$ cat config.mk
export PLATFORM = sky130hd
export DESIGN_NAME = dmem_arbiter
export DESIGN_NICKNAME = d
export VERILOG_FILES = /design/src/rtl/dmem_pkg.sv /design/src/rtl/dmem_arbiter_rr.sv /design/src/rtl/dmem_arbiter.sv
export SDC_FILE = /design/constraint.sdc
export NUM_CORES = 1
export LEC_CHECK = 0
export ABC_CLOCK_PERIOD_IN_PS = 2750
export CORE_AREA = 2 2 120 122
export DETAILED_ROUTE_END_ITERATION = 16
export DIE_AREA = 0 0 122 124
export GPL_TIMING_DRIVEN = 0
export HOLD_SLACK_MARGIN = 0.08
export PLACE_DENSITY_LB_ADDON = 0.1
export SETUP_SLACK_MARGIN = 0.2
export SYNTH_ARGS = -nofsm -noshare
export SYNTH_HDL_FRONTEND = slang
export SYNTH_SLANG_ARGS = --single-unit
$ cat constraint.sdc
create_clock -name clock -period 2.75 [get_ports clock]
set_clock_uncertainty 0.2 [all_clocks]
set_input_delay 0.55 -clock clock [delete_from_list [all_inputs] [get_ports clock]]
set_output_delay 0.55 -clock clock [all_outputs]
set_load 0.005 [all_outputs]
$ cat src/rtl/dmem_pkg.sv
// dmem_pkg: shared types and constants for the data-memory arbiter.
//   state_e      - arbiter FSM states
//   *_D          - default widths / memory depth
//   PORT_DP/LD   - requester ids (datapath LSU, program loader)
package dmem_pkg;

  localparam int DATA_WIDTH_D = 32;
  localparam int ADDR_WIDTH_D = 32;
  localparam int NUM_WORDS_D  = 32;

  localparam logic PORT_DP = 1'b0;
  localparam logic PORT_LD = 1'b1;

  typedef enum logic [1:0] {
    IDLE  = 2'd0,
    INIT  = 2'd1,
    ISSUE = 2'd2,
    RESP  = 2'd3
  } state_e;

endpackage

$ cat src/rtl/dmem_arbiter_rr.sv
// rr_arbiter2: two-input round-robin grant.
//   clk_i, rst_i  clock / async active-high reset
//   valid_i[1:0]  request present per port
//   en_i          arbitration allowed this cycle
//   gnt_o[1:0]    one-hot grant (zero when disabled or idle)
//   gnt_id_o      id of the port that would be granted
//   accept_o      a grant is taken this cycle; pointer moves past the winner
module rr_arbiter2
  import dmem_pkg::*;
(
  input  logic       clk_i,
  input  logic       rst_i,
  input  logic [1:0] valid_i,
  input  logic       en_i,
  output logic [1:0] gnt_o,
  output logic       gnt_id_o,
  output logic       accept_o
);

  logic ptr_q;

  always_comb begin
    gnt_id_o = PORT_DP;
    if (&valid_i)        gnt_id_o = ptr_q;
    else if (valid_i[1]) gnt_id_o = PORT_LD;
    gnt_o = '0;
    if (en_i && |valid_i) gnt_o[gnt_id_o] = 1'b1;
  end

  assign accept_o = en_i & (|valid_i);

  always_ff @(posedge clk_i or posedge rst_i) begin
    if (rst_i)         ptr_q <= PORT_DP;
    else if (accept_o) ptr_q <= ~gnt_id_o;
  end

endmodule

$ cat src/rtl/dmem_arbiter.sv
// dmem_arbiter: shares a single-port synchronous data memory between the
// datapath LSU (port 0) and the program loader (port 1), and sequences the
// memory's synchronous init.
//   clock/reset          system clock, async active-high reset
//   init_req/init_busy   re-init request / init pending-or-running
//   reqN_*               valid/ready request channel per port
//   rspN_*               one-cycle response pulse per port
//   mem_*                memory pins (position/writeData/memWrite/memRead/
//                        reset out, readData in)
// One access takes IDLE -> ISSUE -> RESP; memory strobes and responses are
// decoded from registered state only.
module dmem_arbiter
  import dmem_pkg::*;
#(
  parameter int DATA_WIDTH = DATA_WIDTH_D,
  parameter int ADDR_WIDTH = ADDR_WIDTH_D,
  parameter int NUM_WORDS  = NUM_WORDS_D
) (
  input  logic                  clock,
  input  logic                  reset,
  input  logic                  init_req,
  output logic                  init_busy,
  input  logic                  req0_valid,
  output logic                  req0_ready,
  input  logic                  req0_write,
  input  logic [ADDR_WIDTH-1:0] req0_addr,
  input  logic [DATA_WIDTH-1:0] req0_wdata,
  input  logic                  req1_valid,
  output logic                  req1_ready,
  input  logic                  req1_write,
  input  logic [ADDR_WIDTH-1:0] req1_addr,
  input  logic [DATA_WIDTH-1:0] req1_wdata,
  output logic                  rsp0_valid,
  output logic [DATA_WIDTH-1:0] rsp0_rdata,
  output logic                  rsp0_error,
  output logic                  rsp1_valid,
  output logic [DATA_WIDTH-1:0] rsp1_rdata,
  output logic                  rsp1_error,
  output logic [ADDR_WIDTH-1:0] mem_position,
  output logic [DATA_WIDTH-1:0] mem_writeData,
  output logic                  mem_memWrite,
  output logic                  mem_memRead,
  output logic                  mem_reset,
  input  logic [DATA_WIDTH-1:0] mem_readData
);

  state_e state_q, state_d;
  logic   init_pending_q, init_pending_d;

  logic                  port_q, write_q, err_q;
  logic [ADDR_WIDTH-1:0] addr_q;
  logic [DATA_WIDTH-1:0] wdata_q;

  logic       arb_en, accept, gnt_id, oor;
  logic [1:0] gnt;

  // Pending init blocks arbitration; reset gating keeps ready low while
  // requesters may already be driving valid.
  assign arb_en = (state_q == IDLE) && !init_pending_q && !reset;

  rr_arbiter2 u_arb (
    .clk_i    (clock),
    .rst_i    (reset),
    .valid_i  ({req1_valid, req0_valid}),
    .en_i     (arb_en),
    .gnt_o    (gnt),
    .gnt_id_o (gnt_id),
    .accept_o (accept)
  );

  assign req0_ready = gnt[0];
  assign req1_ready = gnt[1];

  assign oor       = addr_q >= ADDR_WIDTH'(NUM_WORDS);
  assign init_busy = init_pending_q || (state_q == INIT);

  // State register
  always_ff @(posedge clock or posedge reset) begin
    if (reset) begin
      state_q        <= IDLE;
      init_pending_q <= 1'b0;
    end else begin
      state_q        <= state_d;
      init_pending_q <= init_pending_d;
    end
  end

  // Next state
  always_comb begin
    state_d        = state_q;
    init_pending_d = init_pending_q | init_req;
    case (state_q)
      IDLE: begin
        if (init_pending_q) begin
          state_d        = INIT;
          // Clearing on entry wins: the init about to run covers a
          // request arriving in the same cycle.
          init_pending_d = 1'b0;
        end else if (accept) begin
          state_d = ISSUE;
        end
      end
      INIT:    state_d = IDLE;
      ISSUE:   state_d = RESP;
      RESP:    state_d = IDLE;
      default: state_d = IDLE;
    endcase
  end

  // Latched request and error flag
  always_ff @(posedge clock or posedge reset) begin
    if (reset) begin
      port_q  <= PORT_DP;
      write_q <= 1'b0;
      addr_q  <= '0;
      wdata_q <= '0;
      err_q   <= 1'b0;
    end else begin
      if (accept) begin
        port_q  <= gnt_id;
        write_q <= gnt_id ? req1_write : req0_write;
        addr_q  <= gnt_id ? req1_addr  : req0_addr;
        wdata_q <= gnt_id ? req1_wdata : req0_wdata;
      end
      if (state_q == ISSUE) err_q <= oor;
    end
  end

  // Outputs
  always_comb begin
    mem_position  = '0;
    mem_writeData = '0;
    mem_memWrite  = 1'b0;
    mem_memRead   = 1'b0;
    mem_reset     = 1'b0;
    rsp0_valid    = 1'b0;
    rsp0_rdata    = '0;
    rsp0_error    = 1'b0;
    rsp1_valid    = 1'b0;
    rsp1_rdata    = '0;
    rsp1_error    = 1'b0;
    case (state_q)
      INIT: mem_reset = 1'b1;
      ISSUE: begin
        mem_position  = addr_q;
        mem_writeData = wdata_q;
        mem_memWrite  = !oor &&  write_q;
        mem_memRead   = !oor && !write_q;
      end
      RESP: begin
        // readData was registered by the memory at the end of ISSUE
        if (port_q == PORT_LD) begin
          rsp1_valid = 1'b1;
          rsp1_error = err_q;
          if (!write_q && !err_q) rsp1_rdata = mem_readData;
        end else begin
          rsp0_valid = 1'b1;
          rsp0_error = err_q;
          if (!write_q && !err_q) rsp0_rdata = mem_readData;
        end
      end
      default: ;
    endcase
  end

endmodule

### Word-level counts from Yosys, hierarchy flattened

Index checks and enable logic that the tools add are counted.

| storage, ports and cells | value |
|---|---|
| register bits | 71 |
| input port bits | 167 |
| logic and storage cells | 66 |

| operators by class | value |
|---|---|
| $lt $le $gt $ge | 3 |
| eq/ne operators | 4 |
| mux-type cells | 31 |
| bitwise gates (word level) | 3 |
| reductions and logical operators | 17 |

Operators with widths:

| kind | count |
|---|---|
| $mux 32 | 9 |
| $ge 32x6->1 const B | 1 |
| $mux 1 | 17 |
| $logic_and 1x1->1 | 7 |
| $mux 2 | 3 |
| $pmux 2 s3 | 1 |
| $logic_not 1->1 | 5 |
| $eq 2x2->1 const B | 2 |
| $reduce_or 2->1 | 2 |
| $ne 3x3->1 const B | 1 |
| $eq 2x1->1 const B | 1 |
| $logic_not 2->1 | 1 |
| $lt 1x2->1 const B | 1 |
| $reduce_and 2->1 | 1 |
| $and 1x1->1 | 1 |
| $demux 1 s1 | 1 |
| $ge 1x1->1 const B | 1 |
| $logic_or 1x1->1 | 1 |
| $not 1->1 | 1 |
| $or 1x1->1 | 1 |

### Logic depth before layout (Yosys ltp)

| depth | value |
|---|---|
| word-level depth | 7 |
| mapped depth | 7 |
| depth with buffers taken out | 3 |

### Hierarchy

A second synthesis with hierarchy kept.

| unflattened totals | value |
|---|---|
| cell total of the unflattened synthesis | 479 |
| area, all modules | 4331.7 µm² |

Modules (own cells, without submodules):

| module | instances | cells an instance | area an instance (µm²) | sequential area each (µm²) |
|---|---|---|---|---|
| dmem_arbiter | 1 | 469 | 4256.6 | 1751.7 |
| rr_arbiter2 | 1 | 10 | 75.1 | 25.0 |

### Worst setup path before layout

No wires, ideal clock.

| path | value |
|---|---|
| kind | input -> output |
| start point | input req1_valid |
| end point | output req1_ready |
| data arrival time | 1.412 ns |
| required time | 2.000 ns |
| setup slack | 0.588 ns |
| stages on the path | 6 |
| buffers on the path | 3 |
| path through | or2_0 > buf_2 > and2_1 > buf_2 > buf_6 > and2_1 |

| on the way | value |
|---|---|
| word-level cells in the longest chain between the ends | 7 |

RTL lines:

| element | line | text |
|---|---|---|
| from (decl) | dmem_arbiter.sv:28 | `input logic req1_valid,` |
| $mux 1 / $reduce_and 2->1 (equally long branches) | dmem_arbiter_rr.sv:25, dmem_arbiter_rr.sv:24 |  |
| $mux 1 | dmem_arbiter_rr.sv:24 | `if (&valid_i) gnt_id_o = ptr_q;` |
| $lt 1x2->1 (not written as such) / $ge 1x1->1 (equally long branches) | dmem_arbiter_rr.sv:27 | `if (en_i && \|valid_i) gnt_o[gnt_id_o] = 1'b1;` |
| $logic_and 1x1->1 (not written as such) | dmem_arbiter_rr.sv:27 |  |
| $mux 1 (not written as such) | dmem_arbiter_rr.sv:27 |  |
| $demux 1 s1 | -- |  |
| $mux 2 (*) | dmem_arbiter_rr.sv:27 |  |
| to (decl) | dmem_arbiter.sv:29 | `output logic req1_ready,` |

Every way passes the cells marked *; elsewhere a longest branch is shown, timed or not.

### Worst setup path in the final report

| path | value |
|---|---|
| start point | register state_q[0] |
| end point | output req0_ready |

| on the way | value |
|---|---|
| word-level cells in the longest chain between the ends | 5 |

RTL lines:

| element | line | text |
|---|---|---|
| from (decl) | dmem_arbiter.sv:47 | `state_e state_q, state_d;` |
| from (signal assigned) | dmem_arbiter.sv:83 | `state_q <= state_d;` |
| $logic_not 2->1 | dmem_arbiter.sv:59 | `assign arb_en = (state_q == IDLE) && !init_pending_q && !reset;` |
| $logic_and 1x1->1 (2 in series) | dmem_arbiter.sv:59 |  |
| $logic_and 1x1->1 | dmem_arbiter_rr.sv:27 |  |
| $mux 2 | dmem_arbiter_rr.sv:27 |  |
| to (decl) | dmem_arbiter.sv:24 | `output logic req0_ready,` |

Every way passes these cells.

==> impl_metrics.toml <==
[synthesis]
synth_edf_count = 0
synth_warnings = 0
yosys-top-cells-count = "dfrtp_1, a21oi_1, and2_1"
synthArstFlopShare_pct = 100.0
yosysMostFrequentCell = "dfrtp_1"
synthFlopType = "dfrtp_1"
synth_area_um2 = 4693
synthesis.nets = 745
synth-seq-cells = 71
synth.distinct_cells = 25
yosysTopAreaCell = "dfrtp_1"
synth.area.top_cells = "dfrtp_1, o211ai_1, and2_1, a31oi_1, and3_1"
syn_avg_cell_area_um2 = 8.120
yosysSeqAreaShare_pct = 37.86
syn_inst = 578
synth_top_area_share_pct = 37.86

[clock_tree]
cts_sinks = 71
cts_buffers = 9
clkSlewWorstSetupHoldPaths_ns = 0.06
cts_root_buffer = "clkbuf_16"
clockBufferDepth = 2
ctsHoldBuffers = 0
clk_latency_ns = 0.34
h-tree-depth = 3
cts_tree = "done"

[worst_setup_path]
crit_type = "flop to primary output"
cp-start-kind = "flop"
crit_arrival_ns = 1.99
required_ns = 2.00
crit_fanout = 6
ff2ff_path_depth = 8
cp-end-kind = "primary output"

[layout]
area_growth_pct = 83.52
nNetsFinal = 1095
drive_gt1_share_pct = 17.26
nFillCells = 1192
antenna_cells = 0
final_cells = 1113

[flow_run]
maxCapViolations = 0

[die]
rows = 43
design.core.area_um2 = 13720
die-area_um2 = 15130
die_h_um = 124
start_util_pct = 34.21
fp.dieW_um = 122
ios = 305

[routing]
drtPass1Iterations = 5
vias = 6229
detail-route-antenna-nets = 0
wirelength_um = 21980
vias_per_cell = 5.597
drt_first_iter_violations = 535
drc = 0
wl_per_cell_um = 19.75

[global_route]
grt-ovfl-total = 0
grt_usage_pct = 27.61
grt_pass1_wl_um = 32570
grt_start_max_net_pins = 72
first_global_vias = 6026
antenna_found_initial = 0

[sta]
min_period_ns = 2.742
hold_violations = 0
fmax_mhz = 364.7
hold_ws_ns = 0.3425
tightestPinTransition_ns = 0.9323
rsz0062_at_grt = "yes"
slew_violations = 0
slew_headroom_pct = 37.84
finalSetupViolCount = 0
tns_ns = 0
fin_crit_sh_pct = 99.70

[placed_design]
place_inst = 1062
gp_congestion = 0.9139
io_buffers = 304
dp_hpwl_um = 16050

[min_path]
worstHoldPathType = "flop to flop"
whs_path_depth = 2

[power_and_ir_drop]
leakagePower_nw = 4.056
peakVddDrop_v = 0.0003943
p_total_w = 0.006008
power.density_nw_per_um2 = 697.6

[status]
status = "finished clean"
-- layout by cell type (no fill, tap or decap), types with 3 or more instances in the layout --
cell,n
clkdlybuf4s50_1,181
a21oi_1,68
dfrtp_1,67
o211ai_1,65
o21ai_0,65
a31oi_1,65
and2_1,64
and3_1,63
dlygate4sd2_1,62
clkbuf_2,45
clkbuf_1,42
buf_4,26
buf_2,19
clkbuf_8,14
clkbuf_16,12
buf_6,9
dlymetal6s2s_1,9
nor2_1,5
and2_4,4
clkbuf_4,4
dfrtp_2,4
nor2b_1,3
nor4_2,3
nor4_1,3
nor2_4,3
bufinv_16,3
-- path summary, 6_finish.rpt --
path	startpoint	endpoint	slack, ns
worst min register to register	wdata_q[7]$_DFFE_PP0P_	wdata_q[7]$_DFFE_PP0P_	0.34
min in group asynchronous	reset	addr_q[17]$_DFFE_PP0P_	0.41
worst max register to register	state_q[0]$_DFFE_PP0P_	addr_q[27]$_DFFE_PP0P_	0.56
max in group asynchronous	reset	state_q[0]$_DFFE_PP0P_	1.25
worst max-delay path	state_q[0]$_DFFE_PP0P_	req0_ready	0.008
worst min-delay path	wdata_q[7]$_DFFE_PP0P_	wdata_q[7]$_DFFE_PP0P_	0.34
-- critical path: stages, from the launching register on --
cell and delay, ns:
dfrtp_2 0.45, buf_6 0.13, buf_6 0.11, nor4_4 0.31, and2_4 0.19, buf_6 0.11, buf_8 0.09, nor2b_1 0.11
buf_2 0.14
-- sequential cells by signal, summed over array words and instances, names as in the netlist --
register / count
wdata_q: 32
u_arb.ptr_q: 1
err_q: 1
addr_q: 32
write_q: 1
init_pending_q: 1
state_q: 2
port_q: 1
-- stage by stage --
| step | worst slack [ns] | cell area [µm²] | utilization (%) |
|---|---|---|---|
| floorplan | 0.2034 | 4693 | - |
| global placement | -1.146 | 7961 | 58.03 |
| detailed placement | -0.5895 | 7964 | 58.05 |
| CTS | 0.008571 | 8700 | 63.41 |
| global route | -0.03244 | 8613 | 62.78 |
| finish | 0.008379 | 8613 | 62.78 |
-- cells by family (layout without fill, tap and decap cells) --
family                 Yosys count  in the layout  share of synthesized area, %
AOI/OAI and AO/OA              264            264                         33.43
and+or+nand+nor                160            161                         21.14
buffers and inverters           82            436                         7.331
DFF                             71             71                         37.86
muxes                            1              1                        0.2399
-- where the power goes --
| group | switching (W) | total, W | internal [W] |
|---|---|---|---|
| Combinational | 0.00132 | 0.00262 | 0.00131 |
| Clock | 0.000476 | 0.00141 | 0.000936 |
| Sequential | 0.000406 | 0.00198 | 0.00157 |
| Total | 0.00220 | 0.00601 | 0.00381 |
-- timing repair --
item / CTS / global route
gates resized for setup: 220 / 104
endpoints found under the setup margin: 136 / 49
buffers inserted: 26 / 5
cloned: 4 / 0
pin swaps: 7 / 2
-- routing by layer --
metal  GRT usage, %  wire length [µm]
met1          34.14              8782
met2          47.42             10840
met5              0                 0
met4          10.99               609
met3          5.449              1753
-- layout make-up --
cell class / count / area, µm² / share of cell area, %
Buffer: 78 / 540.5 / 6.275
Tap cell: 180 / 225.2 / 2.615
Clock inverter: 5 / 103.9 / 1.206
Sequential cell: 71 / 1782 / 20.69
Multi-Input combinational cell: 426 / 2670 / 31.00
Clock buffer: 11 / 252.7 / 2.934
Inverter: 4 / 17.52 / 0.2034
Timing Repair Buffer: 338 / 3022 / 35.08
No activity file was read; power rests on OpenSTA's default activity.
==> RTL change 1, RTL diff (config.mk and constraints unchanged) <==
Re-encode `state_e` (4 states) as one-hot, 4 bits wide.
--- a/src/rtl/dmem_pkg.sv
+++ b/src/rtl/dmem_pkg.sv
@@ -11,11 +11,11 @@
   localparam logic PORT_DP = 1'b0;
   localparam logic PORT_LD = 1'b1;
 
-  typedef enum logic [1:0] {
-    IDLE  = 2'd0,
-    INIT  = 2'd1,
-    ISSUE = 2'd2,
-    RESP  = 2'd3
+  typedef enum logic [3:0] {
+    IDLE  = 4'b0001,
+    INIT  = 4'b0010,
+    ISSUE = 4'b0100,
+    RESP  = 4'b1000
   } state_e;
 
 endpackage
Function: same outputs for any inputs over 10 cycles, from zero or initial values and one cycle with reset high; not proved beyond that.
==> RTL change 1 against the original RTL <==
Sequential cell count grew 2; maximum frequency is essentially flat; hold slack improved by 26 ps; sequential share of layout area is 0.34 points lower; design area up 4.5%; wire length shrank 6.4%; area after synthesis is 7.1% lower; setup slack better by 2.0 ps; power is 6.3% lower; sequential power fell by 2%; largest power group unchanged; highest routed layer unchanged.
==> RTL change 1: results (changes against the original RTL) <==
initial antenna violation count=1 (+1); leakage dissipation=4.34 nW (+7.1%); largest registers=addr_q x32, wdata_q x32, state_q x4; Worst Max-Slew Pin Slew=871 ps (-61.6 ps); hold_ws=368 ps (+25.5 ps); Int Power=0.00368 W (-3.4%); first-iteration detailed-routing DRC count=329 (-39%); Worst path slowest cell=dfstp_2; first-pass GRT wire length=29800 um (-8.5%); Post-synth EDFFs=0 (unchanged); Num CTS Buffers=9 (unchanged); fillcell total=1131 (-5.1%); FF-to-FF path depth=5 (-3); clk root buf=clkbuf_16; hold path startpoint=u_arb.ptr_q$_DFFE_PP0P_; r2r startpoint=state_q[0]$_DFFE_PP1P_; total track usage=25.8% (-1.8 points); Placed Area=7650 um2 (-3.9%); worst hold endpoint=u_arb.ptr_q$_DFFE_PP0P_; Avg WL per Cell=20.5 um (+3.7%); Max H-tree Level=3 (unchanged); ratio of cells with drive above 1 in the final layout=42.0% (+25 points); peak supply drop=0.000344 V (-13%); DRC viols=0 (unchanged); synth warn=0 (unchanged); Crit path max-delay family=flip-flops; syn nets=594 (-20%); Worst-path clk slew=50 ps; sequential-to-total area share from yosys stat=41.9% (+4.1 points); worst reg2reg endpoint=addr_q[1]$_DFFE_PP0P_; Min-Delay Path Depth=2 (unchanged); worst reg-to-reg setup slack=280 ps (-280 ps); Final Wtd Congestion=0.854 (-6.5%); first-pass iteration count of the detailed router=4 (-1); crit-path max FO=4 (-2); largest net degree at the start of global routing=39 (-46%); vias in the first global route=5391 (-11%); DP Wirelength=14600 um (-9.0%); commonest cells in the netlist=dfrtp_1 (72), and2_1 (67), a221o_1 (65); Synth area leaders=dfrtp_1 (41%), a221o_1 (15%), o31a_1 (13%); async set-reset flop share out of synthesis=100% (unchanged); arrival time worst endpoint=1990 ps (about the same); status=completed; Via density=5.34 (-4.5%); max incr delay on CP=610 ps (+160 ps); Clk Latency, worst-skew pair=340 ps (about the same); fin nets=986 (-10%)
RTL change 1: kinds of logic after synthesis:
logic type	count (synthesis)	synth area share, %
simple gates	158	22.7
compound gates	137	29.5
flops	73	41.9
buf+inv	59	5.83
RTL change 1: power groups by stage:
stage / registers, W / clock network, W / logic (W)
6_report: 0.00194 / 0.00116 / 0.00253
5_1_grt: 0.00199 / 0.00123 / 0.00272
4_1_cts: 0.00192 / 0.00117 / 0.00242
3_3_place_gp: 0.00186 / 0 / 0.00207
3_5_place_dp: 0.00189 / 0 / 0.00212
2_1_floorplan: 0.00177 / 0 / 0.00139
RTL change 1: repair_timing:
action / 4_1_cts / 5_1_grt
gates resized for setup: 631 / 139
gates cloned: 11 / 0
pin swaps: 35 / 11
setup endpoints to repair: 141 / 126
hold buffers: 0 / 0
setup buffers: 50 / 15
RTL change 1: area by class of cell:
cell class | instances | area, um2 | area share, %
Sequential cell | 73 | 1830 | 20.3
Tap cell | 180 | 225 | 2.50
Clock buffer | 11 | 233 | 2.59
Antenna cell | 1 | 2.50 | 0.0278
Buffer | 53 | 392 | 4.35
Timing Repair Buffer | 379 | 3620 | 40.2
Inverter | 6 | 26.3 | 0.292
Multi-Input combinational cell | 297 | 2620 | 29.1
Clock inverter | 5 | 56.3 | 0.625
RTL change 1: through the flow:
step / TNS [ps] / cells / power, W / worst slack, ps / utilization, %
global route: -355 / 1005 / 0.00594 / -62.1 / 65.6
floorplan: 0 / 427 / 0.00316 / 393 / -
finish: 0 / 1005 / 0.00563 / 10.3 / 65.6
global placement: -51220 / 911 / 0.00393 / -1250 / 55.6
detailed placement: -51710 / 912 / 0.00401 / -1190 / 55.8
CTS: -737 / 989 / 0.00552 / -71.7 / 63.3
RTL change 1: worst max-delay path by stage:
stage,from,endpoint,depth (start not counted)
after floorplan,state_q[0]$_DFFE_PP1P_,req1_ready,3
after global placement,state_q[1]$_DFFE_PP0P_,mem_memWrite,5
after detailed placement,state_q[1]$_DFFE_PP0P_,mem_memWrite,5
after CTS,state_q[1]$_DFFE_PP0P_,mem_memWrite,6
after global routing,state_q[1]$_DFFE_PP0P_,mem_memWrite,6
final,state_q[0]$_DFFE_PP1P_,rsp0_rdata[9],8
RTL change 1: per-layer routing:
| metal | share of wire, % | vias to the layer above | wire length [um] | GRT usage (%) |
|---|---|---|---|---|
| met2 | 51 | 222 | 10500 | 45.3 |
| met3 | 7.8 | 33 | 1620 | 7.69 |
| met4 | 2.6 | 0 | 533 | 10.1 |
| met1 | 39 | 2643 | 7950 | 29.6 |
| met5 | 0 | - | 0 | 0 |
| li1 | - | 2471 | - | - |
RTL change 1: worst min-delay path: stages, from the launching register on:
cell,delay (ps)
dfrtp_1,320
inv_1,80
a21oi_1,130
==> RTL change 2, RTL diff (config.mk and constraints unchanged) <==
Made on the original files. The package constant `ADDR_WIDTH_D` goes from 32 to 16.
--- a/src/rtl/dmem_pkg.sv
+++ b/src/rtl/dmem_pkg.sv
@@ -5,7 +5,7 @@
 package dmem_pkg;
 
   localparam int DATA_WIDTH_D = 32;
-  localparam int ADDR_WIDTH_D = 32;
+  localparam int ADDR_WIDTH_D = 16;
   localparam int NUM_WORDS_D  = 32;
 
   localparam logic PORT_DP = 1'b0;
Ports: changed (resized mem_position, req0_addr and req1_addr); port bits go from 305 to 257. No check against the original RTL was run, so the function may have changed too.
==> RTL change 2 against the original RTL <==
Register-to-register slack improved by 110 ps; sequential share of layout area fell by 0.71 points; die area did not move; design area shrank 20%; wire length is 35% lower; power decreased by 28%; setup slack better by 130 ps; via count decreased by 37%; area after synthesis shrank 23%; sequential cell count fell by 16.
==> RTL change 2: results (changes against the original RTL) <==
Main synth FF type=dfrtp_1; peak supply drop=0.000310 V (-21%); Num CTS Buffers=5 (-4); initial antenna violation count=0 (unchanged); arrival time worst endpoint=1860 ps (-130 ps); largest net degree at the start of global routing=30 (-58%); Final Wtd Congestion=0.775 (-15%); status=completed; DP Wirelength=11100 um (-31%); max incr delay on CP=510 ps (+60 ps); Worst Max-Slew Pin Slew=667 ps (-265 ps); PortBufs=256 (-16%); fin nets=762 (-30%); Syn Inst Count=345 (-40%); Placed Area=6400 um2 (-20%); hold_buf cts=0 (unchanged); Distinct cells, synth=26 (+4.0%); n_diodes=0 (unchanged); Avg WL per Cell=17.7 um (-10%); Clk Latency, worst-skew pair=290 ps (-50 ps); Worst path slowest cell=clkdlybuf4s50_1; worst hold path class=flip-flop to flip-flop; DP Cell Count=782 (-26%); Synth area leaders=dfrtp_1 (38%), a2bb2oi_2 (16%), o32ai_1 (12%); async set-reset flop share out of synthesis=100% (unchanged); crit-path max FO=10 (+4); first-pass GRT wire length=21500 um (-34%); ratio of cells with drive above 1 in the final layout=20.2% (+3.0 points); fillcell total=1361 (+14%); vias in the first global route=4023 (-33%); Worst-path clk slew=70 ps; largest registers=wdata_q x32, addr_q x16, state_q x2; Bufs on Longest Clock Path=2 (unchanged); total track usage=18.1% (-9.6 points); Max H-tree Level=2 (-1); first-pass iteration count of the detailed router=5 (unchanged); final std cells w/o fill=808 (-27%); sequential-to-total area share from yosys stat=38.3% (+0.43 points); first-iteration detailed-routing DRC count=179 (-67%); leakage dissipation=3.64 nW (-10%); syn nets=480 (-36%); Crit path max-delay family=buffers and inverters; commonest cells in the netlist=and3_1 (66), dfrtp_1 (55), and2_1 (50); routed via count=3903 (-37%); synth warn=0 (unchanged); clk root buf=clkbuf_16
## RTL change 2: timing repair
item / 4_1_cts / 5_1_grt
hold endpoints to repair: 0 / 0
cloned: 2 / 0
pin swaps: 5 / 4
gates resized for setup: 131 / 79
endpoints found under the setup margin: 120 / 91
setup buffers: 12 / 4
## RTL change 2: path summary, 6_finish.rpt
kind / startpoint / end / slack, ps / depth (start not counted)
worst max-delay path: state_q[1]$_DFFE_PP0P_ / rsp0_rdata[19] / 140 / 5
worst min-delay path: state_q[0]$_DFFE_PP0P_ / state_q[0]$_DFFE_PP0P_ / 310 / 1
worst max register to register: state_q[1]$_DFFE_PP0P_ / addr_q[8]$_DFFE_PP0P_ / 670 / 8
worst min register to register: state_q[0]$_DFFE_PP0P_ / state_q[0]$_DFFE_PP0P_ / 310 / 1
max in group asynchronous: reset / wdata_q[24]$_DFFE_PP0P_ / 1430 / 3
min in group asynchronous: reset / port_q$_DFFE_PP0P_ / 350 / 2
## RTL change 2: stage by stage
step | setup slack [ps] | power (W)
floorplan | 657 | 0.00265
global placement | -613 | 0.00352
detailed placement | -663 | 0.00357
CTS | 105 | 0.00435
global route | 45.8 | 0.00462
finish | 142 | 0.00431
## RTL change 2: layout make-up
cell class | count | area (um2) | share of cell area [%]
Timing Repair Buffer | 274 | 2700 | 39.1
Multi-Input combinational cell | 241 | 2040 | 29.5
Sequential cell | 55 | 1380 | 20.0
Buffer | 45 | 403 | 5.83
Tap cell | 180 | 225 | 3.26
Clock buffer | 5 | 125 | 1.81
Clock inverter | 3 | 23.8 | 0.344
Inverter | 5 | 18.8 | 0.271
## RTL change 2: power by group
group	leakage [nW]	internal (W)	switching, W
registers	0.601	0.00120	0.000302
clock network	0.0717	0.000343	0.000299
logic	2.97	0.00133	0.000835
total	3.64	0.00287	0.00144
## RTL change 2: cell families after synthesis
group                  synth area share (%)
DFF                                    38.3
and+or+nand+nor                        23.4
AOI/OAI and AO/OA                      31.9
buffers and inverters                  6.47
## RTL change 2: layer usage
metal  share of wire (%)  routed length, um  GRT usage, %
met1                  40               5780          21.9
met2                  52               7400          32.8
met3                 7.3               1050          4.53
met4                0.52                 74          2.95
met5                   0                  0             0
